### src/rtl/edf_ic_pkg.sv
// Shared types for the EDF interrupt controller: context payload and claimer states.
package edf_ic_pkg;

  localparam int unsigned IcNrIrqs  = 4;
  localparam int unsigned IcTsWidth = 64;
  localparam int unsigned IcIdWidth = $clog2(IcNrIrqs);

  typedef enum logic [1:0] {
    CL_WAIT  = 2'd0,
    CL_OFFER = 2'd1,
    CL_CLAIM = 2'd2,
    CL_HOLD  = 2'd3
  } claim_state_e;

  typedef struct packed {
    logic [IcIdWidth-1:0] id;
    logic [IcTsWidth-1:0] dl;
  } ctx_t;

endpackage

### src/rtl/edf_ctx_stack.sv
// Synchronous LIFO of preempted handler contexts; push and pop are never issued together.
module edf_ctx_stack
  import edf_ic_pkg::*;
#(
  parameter int unsigned StackDepth = 4,
  localparam int unsigned DepthWidth = $clog2(StackDepth + 1)
) (
  input  logic                  clk_i,
  input  logic                  rst_i,
  input  logic                  push_i,
  input  logic                  pop_i,
  input  ctx_t                  data_i,
  output ctx_t                  top_o,
  output logic [DepthWidth-1:0] depth_o,
  output logic                  full_o,
  output logic                  empty_o
);

  localparam int unsigned AddrWidth = (StackDepth > 1) ? $clog2(StackDepth) : 1;

  ctx_t                  mem_q [StackDepth];
  logic [DepthWidth-1:0] depth_q, depth_d;

  always_comb begin
    depth_d = depth_q;
    if (push_i && !full_o) begin
      depth_d = depth_q + DepthWidth'(1);
    end else if (pop_i && !empty_o) begin
      depth_d = depth_q - DepthWidth'(1);
    end
  end

  always_ff @(posedge clk_i) begin
    if (rst_i) begin
      depth_q <= '0;
    end else begin
      depth_q <= depth_d;
    end
  end

  // Entry storage needs no reset: depth alone defines what is valid.
  always_ff @(posedge clk_i) begin
    if (push_i && !full_o) begin
      mem_q[AddrWidth'(depth_q)] <= data_i;
    end
  end

  assign full_o  = (depth_q == DepthWidth'(StackDepth));
  assign empty_o = (depth_q == '0);
  assign depth_o = depth_q;
  assign top_o   = empty_o ? '0 : mem_q[AddrWidth'(depth_q - DepthWidth'(1))];

endmodule

### src/rtl/edf_irq_claimer.sv
// Core-side claim unit: offers the controller's earliest-deadline IRQ to the hart,
// claims it on ack and nests strictly-earlier deadlines over a stack of contexts.
module edf_irq_claimer
  import edf_ic_pkg::*;
#(
  parameter int unsigned NrIrqs     = 4,
  parameter int unsigned TsWidth    = 64,
  parameter int unsigned StackDepth = 4,
  localparam int unsigned IdWidth    = $clog2(NrIrqs),
  localparam int unsigned DepthWidth = $clog2(StackDepth + 1)
) (
  input  logic                  clk_i,
  input  logic                  rst_i,
  input  logic [IdWidth-1:0]    irq_id_i,
  input  logic [TsWidth-1:0]    irq_dl_i,
  input  logic                  irq_valid_i,
  output logic                  irq_ready_o,
  output logic                  core_irq_o,
  output logic [IdWidth-1:0]    core_irq_id_o,
  input  logic                  core_ack_i,
  input  logic                  core_done_i,
  output logic                  active_o,
  output logic [IdWidth-1:0]    active_id_o,
  output logic [DepthWidth-1:0] depth_o
);

  claim_state_e state_q, state_d;
  ctx_t         pend_q, pend_d;
  ctx_t         act_q, act_d;
  logic         act_valid_q, act_valid_d;
  logic         core_irq_q, core_irq_d;
  logic         irq_ready_q, irq_ready_d;

  ctx_t                  in_ctx_c;
  ctx_t                  stk_top_c;
  logic                  stk_full_c, stk_empty_c;
  logic                  push_c, pop_c, pop_req_c;
  logic                  eligible_c;
  logic [DepthWidth-1:0] stk_depth_c;

  edf_ctx_stack #(
    .StackDepth (StackDepth)
  ) u_stack (
    .clk_i   (clk_i),
    .rst_i   (rst_i),
    .push_i  (push_c),
    .pop_i   (pop_c),
    .data_i  (act_q),
    .top_o   (stk_top_c),
    .depth_o (stk_depth_c),
    .full_o  (stk_full_c),
    .empty_o (stk_empty_c)
  );

  assign in_ctx_c   = '{id: irq_id_i, dl: irq_dl_i};
  // Equal deadlines never preempt; a full stack blocks nesting entirely.
  assign eligible_c = irq_valid_i &&
                      (!act_valid_q || ((irq_dl_i < act_q.dl) && !stk_full_c));

  always_comb begin
    state_d     = state_q;
    pend_d      = pend_q;
    act_d       = act_q;
    act_valid_d = act_valid_q;
    push_c      = 1'b0;
    pop_c       = 1'b0;
    pop_req_c   = 1'b0;

    case (state_q)
      CL_WAIT: begin
        if (eligible_c) begin
          pend_d  = in_ctx_c;
          state_d = CL_OFFER;
        end else if (core_done_i) begin
          pop_req_c = 1'b1;
        end
      end
      CL_OFFER: begin
        if (core_done_i) begin
          pop_req_c = 1'b1;
          state_d   = CL_WAIT;
        end else if (core_ack_i) begin
          state_d = (irq_valid_i && (irq_id_i == pend_q.id)) ? CL_CLAIM : CL_WAIT;
        end else if (eligible_c) begin
          pend_d = in_ctx_c;
        end else begin
          state_d = CL_WAIT;
        end
      end
      CL_CLAIM: begin
        push_c      = act_valid_q;
        act_d       = pend_q;
        act_valid_d = 1'b1;
        state_d     = CL_HOLD;
      end
      CL_HOLD: begin
        state_d = CL_WAIT;
      end
      default: begin
        state_d = CL_WAIT;
      end
    endcase

    // Return from handler: resume the preempted context or go idle.
    if (pop_req_c && act_valid_q) begin
      if (stk_empty_c) begin
        act_valid_d = 1'b0;
      end else begin
        act_d = stk_top_c;
        pop_c = 1'b1;
      end
    end

    core_irq_d  = (state_d == CL_OFFER);
    irq_ready_d = (state_d == CL_CLAIM);
  end

  always_ff @(posedge clk_i) begin
    if (rst_i) begin
      state_q     <= CL_WAIT;
      pend_q      <= '0;
      act_q       <= '0;
      act_valid_q <= 1'b0;
      core_irq_q  <= 1'b0;
      irq_ready_q <= 1'b0;
    end else begin
      state_q     <= state_d;
      pend_q      <= pend_d;
      act_q       <= act_d;
      act_valid_q <= act_valid_d;
      core_irq_q  <= core_irq_d;
      irq_ready_q <= irq_ready_d;
    end
  end

  assign irq_ready_o   = irq_ready_q;
  assign core_irq_o    = core_irq_q;
  assign core_irq_id_o = pend_q.id;
  assign active_o      = act_valid_q;
  assign active_id_o   = act_q.id;
  assign depth_o       = stk_depth_c;

endmodule
### config.mk
export PLATFORM = sky130hd
export DESIGN_NAME = edf_irq_claimer
export DESIGN_NICKNAME = d
export VERILOG_FILES = /design/src/rtl/edf_ic_pkg.sv /design/src/rtl/edf_ctx_stack.sv /design/src/rtl/edf_irq_claimer.sv
export SDC_FILE = /design/constraint.sdc
export NUM_CORES = 1
export LEC_CHECK = 0
export CORE_MARGIN = 2
export CORE_UTILIZATION = 36
export CTS_BUF_LIST = sky130_fd_sc_hd__clkbuf_8
export CTS_CLUSTER_DIAMETER = 120
export DETAILED_ROUTE_END_ITERATION = 7
export MAX_ROUTING_LAYER = met4
export PLACE_DENSITY_LB_ADDON = 0.25
export SYNTH_ARGS = -nofsm -noshare
export SYNTH_HDL_FRONTEND = slang
export SYNTH_SLANG_ARGS = --single-unit
### constraint.sdc
create_clock -name clk_i -period 4.45 [get_ports clk_i]
set_clock_uncertainty 0.1 [all_clocks]
set_input_delay 1.335 -clock clk_i [delete_from_list [all_inputs] [get_ports clk_i]]
set_output_delay 1.335 -clock clk_i [all_outputs]
set_load 0.03 [all_outputs]
Word-level counts from Yosys, hierarchy flattened
Memory sizes are Yosys's and may differ from the RTL's. Index checks and enable logic that the tools add are counted.

$add $sub $neg: 2. $lt $le $gt $ge: 1. Eq/ne operators: 9. Mux-type cells: 26. Reduce and logical (&&, ||, !) cells: 15.

Operators with widths (number): $mux W66 (6); $pmux W66 S2 (1); $lt A64 B64 Y1 (1); $mux W1 (10); $mux W2 (5); $pmux W2 S4 (1); $eq A2 B2 Y1 const B (3); $logic_and A1 B1 Y1 (6); $mux W3 (2); $eq A2 B1 Y1 const B (2); $ne A2 B2 Y1 const B (2); $reduce_bool A2 Y1 (2); $add A3 B1 Y3 const B (1); $eq A3 B3 Y1 const B (1); $logic_not A1 Y1 (3); $logic_not A3 Y1 (1); $reduce_and A3 Y1 (1); $sub A3 B1 Y3 const B (1); $eq A2 B2 Y1 (1); $logic_not A2 Y1 (1); $pmux W1 S2 (1); $logic_or A1 B1 Y1 (1).

Flip-flop bits (word level): 140. RAM bits: 264. Input port bits: 71. Word-level logic and storage cells: 63. Memories: 1.

Memory list: u_stack.mem_q (words 4, width 66, rd ports 1, clocked after memory_dff 0, write ports 1, RTL line edf_ctx_stack.sv:21) `ctx_t mem_q [StackDepth];`.

Depth between registers and ports, before layout
Depth in word-level cells: 12. Depth in mapped cells: 13. Depth with buffers taken out: 9.

Cells and area by module
Synthesis repeated with hierarchy kept, for this count alone.

Cell total of the unflattened synthesis: 1617. Area, all modules: 19668.9 um^2.

Modules (own cells, without submodules): edf_ctx_stack (instances 1, cells each 452, area each 10228.6 um^2); edf_irq_claimer (instances 1, cells each 1165, area each 9440.3 um^2).

Worst setup path before layout
Ideal clock, no wire load.

Path kind: register -> register. Start point: reg u_stack.depth_q[0] (netlist: u_stack.depth_o[0]). End point: mem u_stack.mem_q[2][0] (netlist bit) (enable). Setup time: 0.431 ns. Data arrival time: 3.981 ns. Slack: -0.062 ns. Cell stages (with the launch flop): 8. Buffers on the path: 2. Cell sequence: dfxtp_1 -> clkbuf_1 -> buf_1 -> inv_1 -> ha_1 -> ha_1 -> nor3_1 -> and2_1.

Cells in the longest elaborated chain, start to end: 5.

RTL lines: from (decl) (RTL line edf_ctx_stack.sv:22) `logic [DepthWidth-1:0] depth_q, depth_d;`; from (signal assigned) (RTL line edf_ctx_stack.sv:37) `depth_q <= depth_d;`; $eq A3 B3 Y1 (RTL line edf_ctx_stack.sv:48) `assign full_o = (depth_q == DepthWidth'(StackDepth));`; $logic_not A1 Y1 (RTL line edf_ctx_stack.sv:43) `if (push_i && !full_o) begin`; $logic_and A1 B1 Y1 (RTL line edf_ctx_stack.sv:43); $mux W1 (RTL line edf_ctx_stack.sv:43); $mux W1 (not written as such) (RTL line edf_ctx_stack.sv:44) `mem_q[AddrWidth'(depth_q)] <= data_i;`; to (decl) (RTL line edf_ctx_stack.sv:21).

Several ways; a longest one is shown, not always the timed one.

Worst setup path after layout
Start point: in irq_dl_i[19]. End point: reg pend_q[43] (netlist bit).

Cells in the longest elaborated chain, start to end: 8.

RTL lines: from (decl) (RTL line edf_irq_claimer.sv:15) `input logic [TsWidth-1:0] irq_dl_i,`; $lt A64 B64 Y1 * (RTL line edf_irq_claimer.sv:58) `(!act_valid_q || ((irq_dl_i < act_q.dl) && !stk_full_c));`; $logic_and A1 B1 Y1 * (RTL line edf_irq_claimer.sv:58); $logic_or A1 B1 Y1 * (RTL line edf_irq_claimer.sv:58); $logic_and A1 B1 Y1 * (RTL line edf_irq_claimer.sv:57) `assign eligible_c = irq_valid_i &&`; $mux W66 *; $mux W66 (2 in series); $pmux W66 S2 *; to (signal assigned) (RTL line edf_irq_claimer.sv:128) `pend_q <= pend_d;`; to (decl) (RTL line edf_irq_claimer.sv:28) `ctx_t pend_q, pend_d;`.

Every way passes the cells marked *; elsewhere a longest branch is shown, timed or not. The select of a mux whose other input is x is not followed. A chain may end at the register's enable or synchronous reset.

==> impl_results.md <==
- Status: complete, no violations
- Net count, final: 1635
- Port bufs: 80
- Syn Area/Cell: 13.37 um^2
- Switching Fraction: 22.95%
- Routed wire per std cell: 18.76 um
- Register area share after synthesis: 58.58%
- Placed inst area: 20080 um^2
- Pwr/cell area: 359.4 nW/um^2
- Seq pwr share: 52.3%
- VDD IR max: 0.1697 mV
- Worst Hold Class: flop to flop
- Max clock buf depth: 3
- Synth unique cells: 49
- Total of max-cap violations: 0
- Crit-path max FO: 25
- Routed via count: 10.99k
- Grt total ovfl: 0
- Initial core utilization: 36.51%
- Iter 0 DRT Violations: 743
- Peak Freq: 250.0 MHz
- Drt pass-1 iters: 5
- Area grow syn2layout: 17.21%
- Static leakage power: 7.425 nW
- # hold bufs at CTS: 0
- Syn_nets: 1510
- Worst slew pin tran: 0.9964 ns
- Syn. warnings: 0
- Die ar.: 52700 um^2
- First-pass GRT wire length: 65440 um
- CTS Buf Count: 72
- Final Cell Area: 21470 um^2
- Commonest non-fill, non-tap cell in the layout: edfxtp_1
- Layout cells sized above 1: 18.84%
- Later-pin clock latency in the skew report: 0.65 ns
- Clock Tree Root: clkbuf_8
- Final ANT Viol Nets: 0
- CTS Sinks: 404
- Final GP Congestion: 0.7795
- All-Layer GR Usage: 16.55%
- # rows: 82
- CP endpoint kind: flop
- Detailed-route wire length: 41790 um
- ANT cells: 0
- Hold Vio Cnt, Final: 0
- Fin. max-slew vios: 0
- RSZ-0062 raised after global routing: false
- Clock power share: 42.6%
- Commonest cells after routing, fill and taps aside: edfxtp_1, nand2_1, dfxtp_1, nand2b_1, inv_1
- Combinational power share: 5.2%
- Fin util: 42.79%
- Post-Synthesis Cells: 1370
- Net Switching: 1.771 mW
- Die Ht: 229.6 um
- CTS tree: yes
- Die width: 229.6 um
- Crit Path Category: primary input to flop
- Reg2Reg Setup Slack: 1.19 ns
- Core box area: 50170 um^2
- Hold WS: 0.3706 ns
- Clock-pin slew on the worst setup and hold paths: 0.06 ns
- Residual DRC count: 0
- Final setup viols: 0
- Post-CTS Setup Bufs: 0
- Final HPWL DP: 24850 um
- H-tree Lvls: 3
- Crit path DAT: 4.46 ns
- Synthesized flop and latch total: 404
- Post-CTS sizing: 0
- Vias in the first global route: 11.32k
- P_int: 5.945 mW
- Required time of the critical path: 4.91 ns
- Relative slew slack: 33.57%
- Fin crit period: 4.000 ns
- Initial antenna violation count: 0
- Top-level I/O count: 81
- Mapped cell area: 18320 um^2
- Largest net degree at the start of global routing: 76
- Part of the cycle the worst path needs: 89.89%
- Via/cell ratio: 4.934
- Critical path launch point type: primary input
## critical path, stage by stage
cell and delay, ns:
clkdlybuf4s50_1 0.46, ha_1 0.33, a21oi_1 0.22, o21ai_0 0.13, a221oi_1 0.44, buf_4 0.19
nor2b_1 0.06, a311oi_4 0.33, buf_4 0.24, o2bb2ai_4 0.19, buf_12 0.27, mux2i_1 0.22
## power groups by stage
stage          registers, mW  clock network [mW]  logic [mW]
3_3_place_gp            4.11                   0       0.396
3_5_place_dp            4.11                   0       0.401
5_1_grt                 4.04                3.54       0.439
2_1_floorplan           4.10                   0       0.229
6_report                4.03                3.28       0.399
4_1_cts                 4.03                3.38       0.403
## kinds of logic (layout without fill, tap and decap cells)
kind of cell    Yosys count  in the layout  synth area share [%]
fa+ha+maj                69             69                 4.713
buf+inv                 150            335                 3.730
compound gates          134            134                 4.351
simple gates            413            413                 12.17
mux                     198            198                 16.35
flops                   404            404                 58.58
xor+xnor                  2              2               0.09565
## per-stage QoR
step | setup slack (ns) | cells | power (mW) | TNS, ns
after floorplan | 0.1434 | 1370 | 4.331 | 0
after global placement | -0.1500 | 2093 | 4.504 | -10.49
final | 0.4501 | 2227 | 7.715 | 0
after CTS | 0.4850 | 2227 | 7.819 | 0
after global routing | 0.2516 | 2227 | 8.015 | 0
after detailed placement | -0.1899 | 2093 | 4.510 | -14.36
## worst paths after layout
check / start / end / cells past startpoint
worst max-delay path: irq_dl_i[19] / pend_q[43]$_SDFFE_PP0P_ / 12
worst max register to register: act_q[19]$_SDFF_PP0_ / pend_q[43]$_SDFFE_PP0P_ / 12
worst min register to register: pend_q[29]$_SDFFE_PP0P_ / pend_q[29]$_SDFFE_PP0P_ / 2
worst min-delay path: pend_q[29]$_SDFFE_PP0P_ / pend_q[29]$_SDFFE_PP0P_ / 2
## synth_stat cells (all sizes together)
cell type    n  area share [%]
a2111o       3            0.18
a211o        1           0.048
a211oi       3            0.12
a21o         3            0.12
a21oi       97             2.7
a221o        1           0.055
a221oi       3            0.14
a311oi       1            0.14
a31oi        1           0.034
a41o         1           0.055
and2         3            0.10
and3         1           0.034
and4        10            0.48
buf         24             1.1
clkbuf      55             1.1
dfxtp      140              15
edfxtp     264              43
ha          69             4.7
inv         71             1.5
mux2        66             4.6
mux2i       66             3.6
mux4        66             8.1
nand2      152             3.1
nand2b     136             4.6
nand3        9            0.25
nand3b       3            0.12
nand4        6            0.24
nand4bb      1           0.061
nor2         5            0.10
nor2b       72             2.5
nor3         8            0.28
nor3b        1           0.041
nor4         4            0.14
nor4b        1           0.048
o21ai       15            0.41
o2bb2ai      1           0.048
o31ai        3            0.12
o32ai        1            0.15
or4          1           0.061
xor2         2           0.096
## cell type report
cell class	instances	area, um^2
fill	4589	28700
sequential	404	10730
multi-input combinational	816	6948
timing repair buffer	130	1290
clock buffer	85	1170
tap	672	840.8
inverter	71	266.5
clock inverter	49	219.0
## per-layer routing
| layer | vias up | GRT usage (%) | wire length [um] |
|---|---|---|---|
| met5 | - | - | 0 |
| met4 | 0 | 4.261 | 641 |
| met3 | 57 | 3.909 | 1897 |
| met2 | 230 | 24.79 | 18740 |
| met1 | 5499 | 22.59 | 20500 |
| li1 | 5202 | - | - |
## sequential cells by signal (all words and copies together), names as in the netlist, 2 cells and up
register and count:
u_stack.mem_q 264, act_q 64, pend_q 64, u_stack.depth_o 3
active_id_o 2, core_irq_id_o 2, state_q 2
Note: power is estimated with default switching activity, not from simulation.
